===== src/rtl/lcd_param_pkg.sv =====
// Shared definitions for the parametrised LCD view controller.
// Command codes, view mode and controller state encodings.
package lcd_param_pkg;

    localparam logic [3:0] CMD_LOAD    = 4'd0;
    localparam logic [3:0] CMD_ZOOMIN  = 4'd1;
    localparam logic [3:0] CMD_ZOOMFIT = 4'd2;
    localparam logic [3:0] CMD_RIGHT   = 4'd3;
    localparam logic [3:0] CMD_LEFT    = 4'd4;
    localparam logic [3:0] CMD_UP      = 4'd5;
    localparam logic [3:0] CMD_DOWN    = 4'd6;
    localparam logic [3:0] CMD_REFRESH = 4'd7;
    localparam logic [3:0] CMD_MIRH    = 4'd8;
    localparam logic [3:0] CMD_MIRV    = 4'd9;

    typedef enum logic {
        FIT  = 1'b0,
        ZOOM = 1'b1
    } mode_e;

    typedef enum logic [2:0] {
        IDLE,
        LOAD,
        PREP,
        STREAM,
        DONE
    } state_e;

endpackage


===== src/rtl/lcd_frame_mem.sv =====
// Frame store: DEPTH words of DW bits, one synchronous write port and
// one combinational read port. Ports: clk, we_i/waddr_i/wdata_i, raddr_i/rdata_o.
module lcd_frame_mem #(
    parameter int DW    = 8,
    parameter int DEPTH = 108,
    parameter int AW    = $clog2(DEPTH)
) (
    input  logic          clk,
    input  logic          we_i,
    input  logic [AW-1:0] waddr_i,
    input  logic [DW-1:0] wdata_i,
    input  logic [AW-1:0] raddr_i,
    output logic [DW-1:0] rdata_o
);

    logic [DW-1:0] mem [DEPTH];

    always_ff @(posedge clk) begin
        if (we_i) begin
            mem[waddr_i] <= wdata_i;
        end
    end

    assign rdata_o = mem[raddr_i];

endmodule


===== src/rtl/lcd_ctrl_param.sv =====
// LCD view controller: loads an IMG_W x IMG_H frame, streams a WIN x WIN
// fit/zoom view. Ports: clk, reset (async low), cmd/cmd_valid, datain,
// dataout/output_valid, busy.
module lcd_ctrl_param
    import lcd_param_pkg::*;
#(
    parameter int IMG_W = 12,
    parameter int IMG_H = 9,
    parameter int WIN   = 4,
    parameter int DW    = 8
) (
    input  logic          clk,
    input  logic          reset,
    input  logic [3:0]    cmd,
    input  logic          cmd_valid,
    input  logic [DW-1:0] datain,
    output logic [DW-1:0] dataout,
    output logic          output_valid,
    output logic          busy
);

    localparam int NPIX = IMG_W * IMG_H;
    localparam int MW   = $clog2(NPIX) + 1;
    localparam int MAW  = $clog2(NPIX);
    localparam int XW   = $clog2(IMG_W) + 1;
    localparam int YW   = $clog2(IMG_H) + 1;
    localparam int CW   = $clog2(WIN) + 1;
    localparam int SX   = IMG_W / WIN;
    localparam int SY   = IMG_H / WIN;

    localparam logic [XW-1:0] X0   = XW'((IMG_W + 1) / 2);
    localparam logic [YW-1:0] Y0   = YW'((IMG_H + 1) / 2);
    localparam logic [XW-1:0] XMIN = XW'(WIN / 2);
    localparam logic [XW-1:0] XMAX = XW'(IMG_W - WIN / 2);
    localparam logic [YW-1:0] YMIN = YW'(WIN / 2);
    localparam logic [YW-1:0] YMAX = YW'(IMG_H - WIN / 2);
    localparam logic [MW-1:0] LAST = MW'(NPIX - 1);
    localparam logic [CW-1:0] WEND = CW'(WIN - 1);

    state_e        state_q, state_d;
    mode_e         mode_q, mode_d;
    logic [MW-1:0] cnt_q, cnt_d;
    logic [CW-1:0] r_q, r_d;
    logic [CW-1:0] c_q, c_d;
    logic [XW-1:0] x_q, x_d;
    logic [YW-1:0] y_q, y_d;
    logic          mh_q, mh_d;
    logic          mv_q, mv_d;
    logic          ov_q, ov_d;
    logic [DW-1:0] dout_q, dout_d;

    logic          we;
    logic [XW-1:0] col;
    logic [YW-1:0] row;
    logic [MAW-1:0] raddr;
    logic [DW-1:0] rdata;

    lcd_frame_mem #(
        .DW    (DW),
        .DEPTH (NPIX),
        .AW    (MAW)
    ) u_mem (
        .clk     (clk),
        .we_i    (we),
        .waddr_i (cnt_q[MAW-1:0]),
        .wdata_i (datain),
        .raddr_i (raddr),
        .rdata_o (rdata)
    );

    // Display coordinate -> stored coordinate; mirroring is applied last
    // so the origin stays in display space.
    always_comb begin
        col = '0;
        row = '0;
        if (mode_q == ZOOM) begin
            col = x_q - XW'(WIN / 2) + XW'(c_q);
            row = y_q - YW'(WIN / 2) + YW'(r_q);
        end else begin
            col = XW'(c_q) * XW'(SX) + XW'(SX / 2);
            row = YW'(r_q) * YW'(SY) + YW'(SY / 2);
        end
        if (mh_q) col = XW'(IMG_W - 1) - col;
        if (mv_q) row = YW'(IMG_H - 1) - row;
        raddr = MAW'(MW'(row) * MW'(IMG_W) + MW'(col));
    end

    always_comb begin
        state_d = state_q;
        mode_d  = mode_q;
        cnt_d   = cnt_q;
        r_d     = r_q;
        c_d     = c_q;
        x_d     = x_q;
        y_d     = y_q;
        mh_d    = mh_q;
        mv_d    = mv_q;
        ov_d    = 1'b0;
        dout_d  = dout_q;
        we      = 1'b0;
        unique case (state_q)
            IDLE: begin
                if (cmd_valid) begin
                    state_d = PREP;
                    case (cmd)
                        CMD_LOAD: begin
                            state_d = LOAD;
                            cnt_d   = '0;
                        end
                        CMD_ZOOMIN: mode_d = ZOOM;
                        CMD_ZOOMFIT: begin
                            mode_d = FIT;
                            x_d    = X0;
                            y_d    = Y0;
                        end
                        CMD_RIGHT: begin
                            if (mode_q == ZOOM && x_q < XMAX)
                                x_d = x_q + XW'(1);
                        end
                        CMD_LEFT: begin
                            if (mode_q == ZOOM && x_q > XMIN)
                                x_d = x_q - XW'(1);
                        end
                        CMD_UP: begin
                            if (mode_q == ZOOM && y_q > YMIN)
                                y_d = y_q - YW'(1);
                        end
                        CMD_DOWN: begin
                            if (mode_q == ZOOM && y_q < YMAX)
                                y_d = y_q + YW'(1);
                        end
                        CMD_REFRESH: ;
                        CMD_MIRH: mh_d = ~mh_q;
                        CMD_MIRV: mv_d = ~mv_q;
                        // Illegal code: single busy cycle, nothing else.
                        default: state_d = DONE;
                    endcase
                end
            end
            LOAD: begin
                we    = 1'b1;
                cnt_d = cnt_q + MW'(1);
                if (cnt_q == LAST) begin
                    state_d = PREP;
                    mode_d  = FIT;
                    x_d     = X0;
                    y_d     = Y0;
                    mh_d    = 1'b0;
                    mv_d    = 1'b0;
                end
            end
            PREP: begin
                r_d     = '0;
                c_d     = '0;
                state_d = STREAM;
            end
            STREAM: begin
                ov_d   = 1'b1;
                dout_d = rdata;
                if (c_q == WEND) begin
                    c_d = '0;
                    if (r_q == WEND) state_d = DONE;
                    else r_d = r_q + CW'(1);
                end else begin
                    c_d = c_q + CW'(1);
                end
            end
            DONE: state_d = IDLE;
        endcase
    end

    always_ff @(posedge clk or negedge reset) begin
        if (!reset) begin
            state_q <= IDLE;
            mode_q  <= FIT;
            cnt_q   <= '0;
            r_q     <= '0;
            c_q     <= '0;
            x_q     <= X0;
            y_q     <= Y0;
            mh_q    <= 1'b0;
            mv_q    <= 1'b0;
            ov_q    <= 1'b0;
            dout_q  <= '0;
        end else begin
            state_q <= state_d;
            mode_q  <= mode_d;
            cnt_q   <= cnt_d;
            r_q     <= r_d;
            c_q     <= c_d;
            x_q     <= x_d;
            y_q     <= y_d;
            mh_q    <= mh_d;
            mv_q    <= mv_d;
            ov_q    <= ov_d;
            dout_q  <= dout_d;
        end
    end

    assign busy         = (state_q != IDLE);
    assign output_valid = ov_q;
    assign dataout      = dout_q;

endmodule


===== config.mk =====
export PLATFORM = sky130hd
export DESIGN_NAME = lcd_ctrl_param
export DESIGN_NICKNAME = d
export VERILOG_FILES = /design/src/rtl/lcd_param_pkg.sv /design/src/rtl/lcd_frame_mem.sv /design/src/rtl/lcd_ctrl_param.sv
export SDC_FILE = /design/constraint.sdc
export NUM_CORES = 1
export LEC_CHECK = 0
export CAP_MARGIN = 20
export CORE_ASPECT_RATIO = 0.75
export CORE_MARGIN = 2
export CORE_UTILIZATION = 56
export CTS_CLUSTER_SIZE = 30
export DETAILED_ROUTE_END_ITERATION = 6
export MAX_ROUTING_LAYER = met4
export PLACE_DENSITY_LB_ADDON = 0.3
export SYNTH_ARGS = -nofsm -noshare
export SYNTH_HDL_FRONTEND = slang
export SYNTH_SLANG_ARGS = --single-unit
export TNS_END_PERCENT = 20

===== constraint.sdc =====
create_clock -name clk -period 5.7 [get_ports clk]
set_input_delay 0.855 -clock clk [delete_from_list [all_inputs] [get_ports clk]]
set_output_delay 0.855 -clock clk [all_outputs]
set_load 0.05 [all_outputs]

==> metrics, run 1 <==
Cells after DPL 2,911; CP max stage delay 650 ps; violated checks design-rule violations; CTS tree done; post-synth top area cell edfxtp_1; H-tree Lvls 3; DR WL/cell 30.8 um; final clock period utilization by the worst path 96.6%; slowest cell on the critical path nor4_2; total track usage 29.1%; area grow syn2layout 11.2%; Final GP Congestion 0.991; worst-skew pair later-pin latency 640 ps; CP Capture Type flop; synth top area cells edfxtp_1, mux4_2, dfrtp_1; Slew HR 27.2%; xor and xnor fraction of the mapped netlist area 0.760%; largest family of logic cells by synthesized area multiplexers; post-synthesis sequential area ratio 73.0%; first-pass GRT wire length 136 mm; main flop type after synthesis edfxtp_1; Clock Skew 17.7 ps; DRC errors left 14; vias in the first global route 19,600; I/O pin cnt 25; via count 20,300; simple-gate area share of the yosys netlist 4.63%; final hold violations 0; layout cells sized above 1 18.4%; CP delay by family, top adder cells; Worst path most repeated cell inv_1; outcome complete, but fails checks; Setup violations, final 0; Synth Register Bits 903; core area 65,200 um2; Util after Layout 62.9%; Worst EP required 6210 ps; initial antenna violation count 1; CTS clk-pin slew, worst paths 60 ps; Vias/cell 6.64; Critical Path Stages 19; Root Buffer clkbuf_16; Synth top area share 70.4%; Synth Area in Compound Gates 5.57%; Routed WL 94.3 mm; critical path arrival 6020 ps; worst-path cell chain inv_1 > ha_1 > inv_1 > ha_1 > inv_1 > fa_1 > nand2b_1 > o21ai_0 > xnor2_1 > fa_1 > inv_1 > ha_1 > a21oi_1 > xnor2_2 > nand2_1 > nor4_2 > a221oi_1 > o21ai_0 > o311ai_1; Die Span Y 226 um; Cell Area, Synth 36,900 um2; Worst Path Max Fanout 10; CTS buffer count 86; CP bufs+invs 4; worst-margin pin slew 1090 ps; drt first pass iters 7; Net Count, Synth 2,112; Core Rows 81; Max clock buf depth 3; post-synthesis cell count 2,054; Post-synth EDFFs 864; Min-Delay Path Class in -> async; R2R depth 19; initial DRC count 3,054; Synth async-reset ratio 4.32%; antenna-violating nets left 0; adder-cell area share of the yosys netlist 1.60%; Initial Util 56.6%; final non-filler cell total 3,065; Die X-Extent 300 um; port bufs 24; fin. max-slew vios 0; Fin Setup TNS 0 ps; FMAX 182 MHz; Setup CP Type reg -> reg; Final Critical Period 5510 ps; CP Launch Type flop; largest net degree at the start of global routing 109; distinct cell type count after synthesis 81; Yosys Warn Count 0; Final #Nets 2,188; clk sink count 903; die footprint 67,900 um2; max-cap check violation count 0; Detailed Place HPWL 60.1 mm; synthesized area per cell 17.9 um2; final global-route overflow total 0; fraction of synthesized area in multiplexers 12.4%
Yosys cell counts (8+ instances only):
cell / number
a211oi_1: 12
a21o_1: 11
a21oi_1: 70
a22oi_1: 34
a31oi_1: 10
buf_2: 25
buf_4: 16
buf_6: 10
clkbuf_1: 47
dfrtp_1: 35
edfxtp_1: 864
ha_1: 36
inv_1: 45
mux2_2: 21
mux2i_1: 48
mux4_2: 168
nand2_1: 138
nand2b_1: 8
nand3_1: 20
nor2_1: 149
nor2b_1: 10
nor3_1: 14
o211ai_1: 10
o21ai_0: 35
o221ai_1: 11
o22a_1: 9
o22ai_1: 32
or4_1: 10
xnor2_1: 13
xor2_1: 10
metal layers:
| metal | track usage, % | vias up | wire length [um] |
|---|---|---|---|
| li1 | - | 8402 | - |
| met1 | 41.4 | 10500 | 37600 |
| met2 | 41.4 | 1256 | 42300 |
| met3 | 7.97 | 211 | 11200 |
| met4 | 8.85 | 0 | 3100 |
| met5 | - | - | 0 |
area by class of cell:
| cell class | instances | area [um2] |
|---|---|---|
| Clock inverter | 37 | 422 |
| Antenna cell | 1 | 2.50 |
| Clock buffer | 114 | 2280 |
| Inverter | 46 | 173 |
| Timing Repair Buffer | 93 | 836 |
| Sequential cell | 903 | 26900 |
| Multi-Input combinational cell | 1000 | 9270 |
| Fill cell | 4498 | 24200 |
| Tap cell | 871 | 1090 |
sequential cells by signal, summed over array words and instances, names as in the netlist:
name and cells:
u_mem.mem 864, cnt_q 8, dataout 8, x_q 5, y_q 5, c_q 3, r_q 3, state_q 3
mh_q 1, mode_q 1, mv_q 1, output_valid 1
repair_timing:
item / CTS / global route
hold buffers: 0 / 0
gates resized for setup: 0 / 1
buffers inserted: 0 / 0
endpoints found under the setup margin: 0 / 1
through the flow:
step                hold WS, ps  setup slack (ps)  cell area (um2)
detailed placement          510               187            38200
finish                      387               192            41000
global placement            508               218            38200
floorplan                   474              1030            36900
global route                447             -4.28            41000
CTS                         382               154            40900
kinds of logic (layout without fill, tap and decap cells):
family | Yosys count | count (layout)
AO/OA/AOI/OAI | 303 | 303
XOR/XNOR | 27 | 27
adder cells (fa/ha/maj) | 43 | 43
buffers and inverters | 151 | 290
flip-flops | 903 | 903
multiplexers | 241 | 241
other | 0 | 1
AND/OR/NAND/NOR | 386 | 386
layout by cell type (no fill, tap or decap), types with 8 or more instances in the layout:
cell type,netlist,layout
a211oi_1,12,12
a21o_1,11,11
a21oi_1,70,70
a22oi_1,34,34
a31oi_1,10,10
buf_4,16,70
clkbuf_1,47,27
clkbuf_16,0,87
clkdlybuf4s50_1,0,15
clkinv_1,1,14
clkinv_2,0,8
dfrtp_1,35,35
edfxtp_1,864,864
ha_1,36,35
inv_1,45,45
mux2_2,21,21
mux2i_1,48,48
mux4_2,168,168
nand2_1,138,138
nand2b_1,8,8
nand3_1,20,19
nor2_1,149,149
nor2b_1,10,10
nor3_1,14,14
o211ai_1,10,10
o21ai_0,35,35
o221ai_1,11,11
o22a_1,9,9
o22ai_1,32,32
or4_1,10,10
xnor2_1,13,11
xor2_1,10,9
path summary, 6_finish.rpt:
check                                        start                      to  slack, ps
worst max-delay path            y_q[1]$_DFFE_PN0P_  dataout[7]$_DFFE_PN0P_        190
max in group asynchronous                    reset      c_q[0]$_DFFE_PN0P_       4690
worst max register to register  y_q[1]$_DFFE_PN0P_  dataout[7]$_DFFE_PN0P_        190
min in group clk                x_q[4]$_DFFE_PN0P_      x_q[4]$_DFFE_PN0P_        530
worst min-delay path                         reset      y_q[1]$_DFFE_PN0P_        390
worst min register to register  x_q[4]$_DFFE_PN0P_      x_q[4]$_DFFE_PN0P_        530
Power of run 1 is not shown: default switching activity piles up to over one toggle a cycle in this logic, so the estimate is an artifact.
==> inputs of run 2 (changes only) <==
--- a/config.mk
+++ b/config.mk
@@ -6,9 +6,11 @@
 export NUM_CORES = 1
 export LEC_CHECK = 0
 export CAP_MARGIN = 20
+export CELL_PAD_IN_SITES_DETAIL_PLACEMENT = 1
+export CELL_PAD_IN_SITES_GLOBAL_PLACEMENT = 1
 export CORE_ASPECT_RATIO = 0.75
 export CORE_MARGIN = 2
-export CORE_UTILIZATION = 56
+export CORE_UTILIZATION = 50
 export CTS_CLUSTER_SIZE = 30
 export DETAILED_ROUTE_END_ITERATION = 6
 export MAX_ROUTING_LAYER = met4
==> run 2 against run 1 <==
  * Via count is 0.71% higher
  * Final area hardly changed
  * Register-to-register slack better by 80 ps
  * Global-route usage is 0.45 points lower
  * Utilization is 6.8 points lower
  * Critical path type unchanged
  * Sequential share of layout area is 0.052 points lower
  * Routed wire length is 10% higher
  * The flow still finishes with violations (design-rule violations)
  * Die area is 12% higher
  * Final cell count is 3.1% higher
  * Hold slack worse by 230 ps
==> metrics, run 2 (synthesis results as in run 1) <==
critical path arrival 5940 ps (was 6020 ps); R2R depth 19 (unchanged); final hold violations 0 (unchanged); outcome complete, but fails checks (unchanged); commonest cells after routing, fill and taps aside edfxtp_1, mux4_2, nor2_1 (unchanged); I/O pin cnt 25 (unchanged); CP Launch Type flop (unchanged); die footprint 75,900 um2 (was 67,900 um2); core area 73,200 um2 (was 65,200 um2); Routed WL 104 mm (was 94.3 mm); drt first pass iters 7 (unchanged); initial antenna violation count 2 (was 1); port bufs 24 (unchanged); CP Capture Type flop (unchanged); Setup violations, final 0 (unchanged); max reg flops 864 (unchanged); Detailed Place HPWL 67.6 mm (was 60.1 mm); Clock Skew 21.8 ps (was 17.7 ps); FMAX 184 MHz (was 182 MHz); final clock period utilization by the worst path 95.2% (was 96.6%); H-tree Lvls 3 (unchanged); Final Critical Period 5430 ps (was 5510 ps); fin. max-slew vios 0 (unchanged); Vias/cell 6.49 (was 6.64); antenna cells 0 (was 1); commonest non-fill, non-tap cell in the layout edfxtp_1 (unchanged); Die Span Y 239 um (was 226 um); total track usage 28.7% (was 29.1%); worst r2r src y_q[1]$_DFFE_PN0P_ (unchanged); CTS tree done (unchanged); worst r2r dst dataout[7]$_DFFE_PN0P_ (unchanged); Die X-Extent 318 um (was 300 um); Max clock buf depth 3 (unchanged); via count 20,500 (was 20,300); antenna-violating nets left 0 (unchanged); DR WL/cell 32.9 um (was 30.8 um); CTS clk-pin slew, worst paths 70 ps (was 60 ps); area grow syn2layout 11.3% (was 11.2%); first-pass GRT wire length 152 mm (was 136 mm); DRC errors left 2 (was 14); Setup CP Type reg -> reg (unchanged); max-cap check violation count 0 (unchanged); Fin Setup TNS 0 ps (unchanged); clk sink count 903 (unchanged); largest net degree at the start of global routing 109 (unchanged); layout cells sized above 1 18.7% (was 18.4%); worst-margin pin slew 1150 ps (was 1090 ps); Min-Delay Path Class in -> async (unchanged); Final GP Congestion 0.948 (was 0.991); violated checks design-rule violations (unchanged); Root Buffer clkbuf_16 (unchanged); Filler Cells Inserted 6,545 (was 4,498); final global-route overflow total 0 (unchanged); initial DRC count 2,471 (was 3,054); worst-skew pair later-pin latency 660 ps (was 640 ps); CTS buffer count 85 (was 86); Slew HR 23.5% (was 27.2%); R2R Setup Slk 270 ps (was 190 ps); Initial Util 50.4% (was 56.6%); Worst Path Max Fanout 10 (unchanged); Core Rows 86 (was 81); Final #Nets 2,182 (was 2,188); setup bufs post-CTS 0 (unchanged); Worst EP required 6210 ps (about the same); Top reg by flops u_mem.mem (unchanged); vias in the first global route 20,700 (was 19,600)
## run 2: cell count changes in the layout (fill, tap and decap cells not counted), moves of 3 or more
cell,change
clkbuf_1,-10
clkinv_1,+8
clkinv_2,+8
buf_4,-6
inv_6,+3
## run 2: critical path: stages (launching register included)
cell and delay [ps]:
dfrtp_1 400, inv_1 160, ha_1 260, inv_1 60
ha_1 160, inv_1 70, fa_1 570, nand2b_1 140
o21ai_0 110, xnor2_1 320, fa_1 480, inv_1 80
ha_1 320, a21oi_2 370, xnor2_4 270, nand2_1 350
nor4_2 660, a221oi_1 130, o21ai_0 250, o311ai_1 130
## run 2: final cells by class
class                           instances  area, um2  area share (%)
Sequential cell                       903      26900            65.6
Tap cell                              968       1210            2.95
Clock inverter                         51        393           0.957
Multi-Input combinational cell       1000       9310            22.7
Inverter                               46        173           0.421
Clock buffer                          103       2220            5.40
Timing Repair Buffer                   88        803            1.96
## run 2: how the worst max path moves through the flow
stage                                  start                     end  slack (ps)  depth (start not counted)
final                     y_q[1]$_DFFE_PN0P_  dataout[7]$_DFFE_PN0P_         270                         19
after global routing      y_q[1]$_DFFE_PN0P_  dataout[7]$_DFFE_PN0P_          -7                         19
after CTS                 y_q[1]$_DFFE_PN0P_  dataout[7]$_DFFE_PN0P_          20                         19
after detailed placement  y_q[1]$_DFFE_PN0P_  dataout[7]$_DFFE_PN0P_          70                         19
after global placement    x_q[1]$_DFFE_PN1P_  dataout[7]$_DFFE_PN0P_         220                         19
after floorplan           x_q[1]$_DFFE_PN1P_  dataout[7]$_DFFE_PN0P_        1030                         21
## run 2: per-stage QoR
step / util, % / cell area (um2) / instances / hold slack (ps) / worst slack (ps)
3_3_place_gp: 52.4 / 38300 / 3002 / 510 / 220
3_5_place_dp: 52.4 / 38300 / 3002 / 520 / 66.8
6_report: 56.1 / 41000 / 3159 / 154 / 271
2_1_floorplan: - / 36900 / 2054 / 474 / 1030
5_1_grt: 56.1 / 41000 / 3159 / 172 / -7.43
4_1_cts: 55.9 / 40900 / 3156 / 386 / 15.6
## run 2: timing repair
action                                  CTS  global route
resized for setup                         0             6
endpoints found under the setup margin    0             2
hold buffers                              0             0
## run 2: routing by layer
layer	track usage [%]	vias up	part of all wire [%]
li1	-	8411	-
met1	41.7	10800	43
met2	40.8	1056	44
met3	6.66	174	10
met4	7.91	0	2.6
met5	-	-	0
Power of run 2 is left out for the same reason.
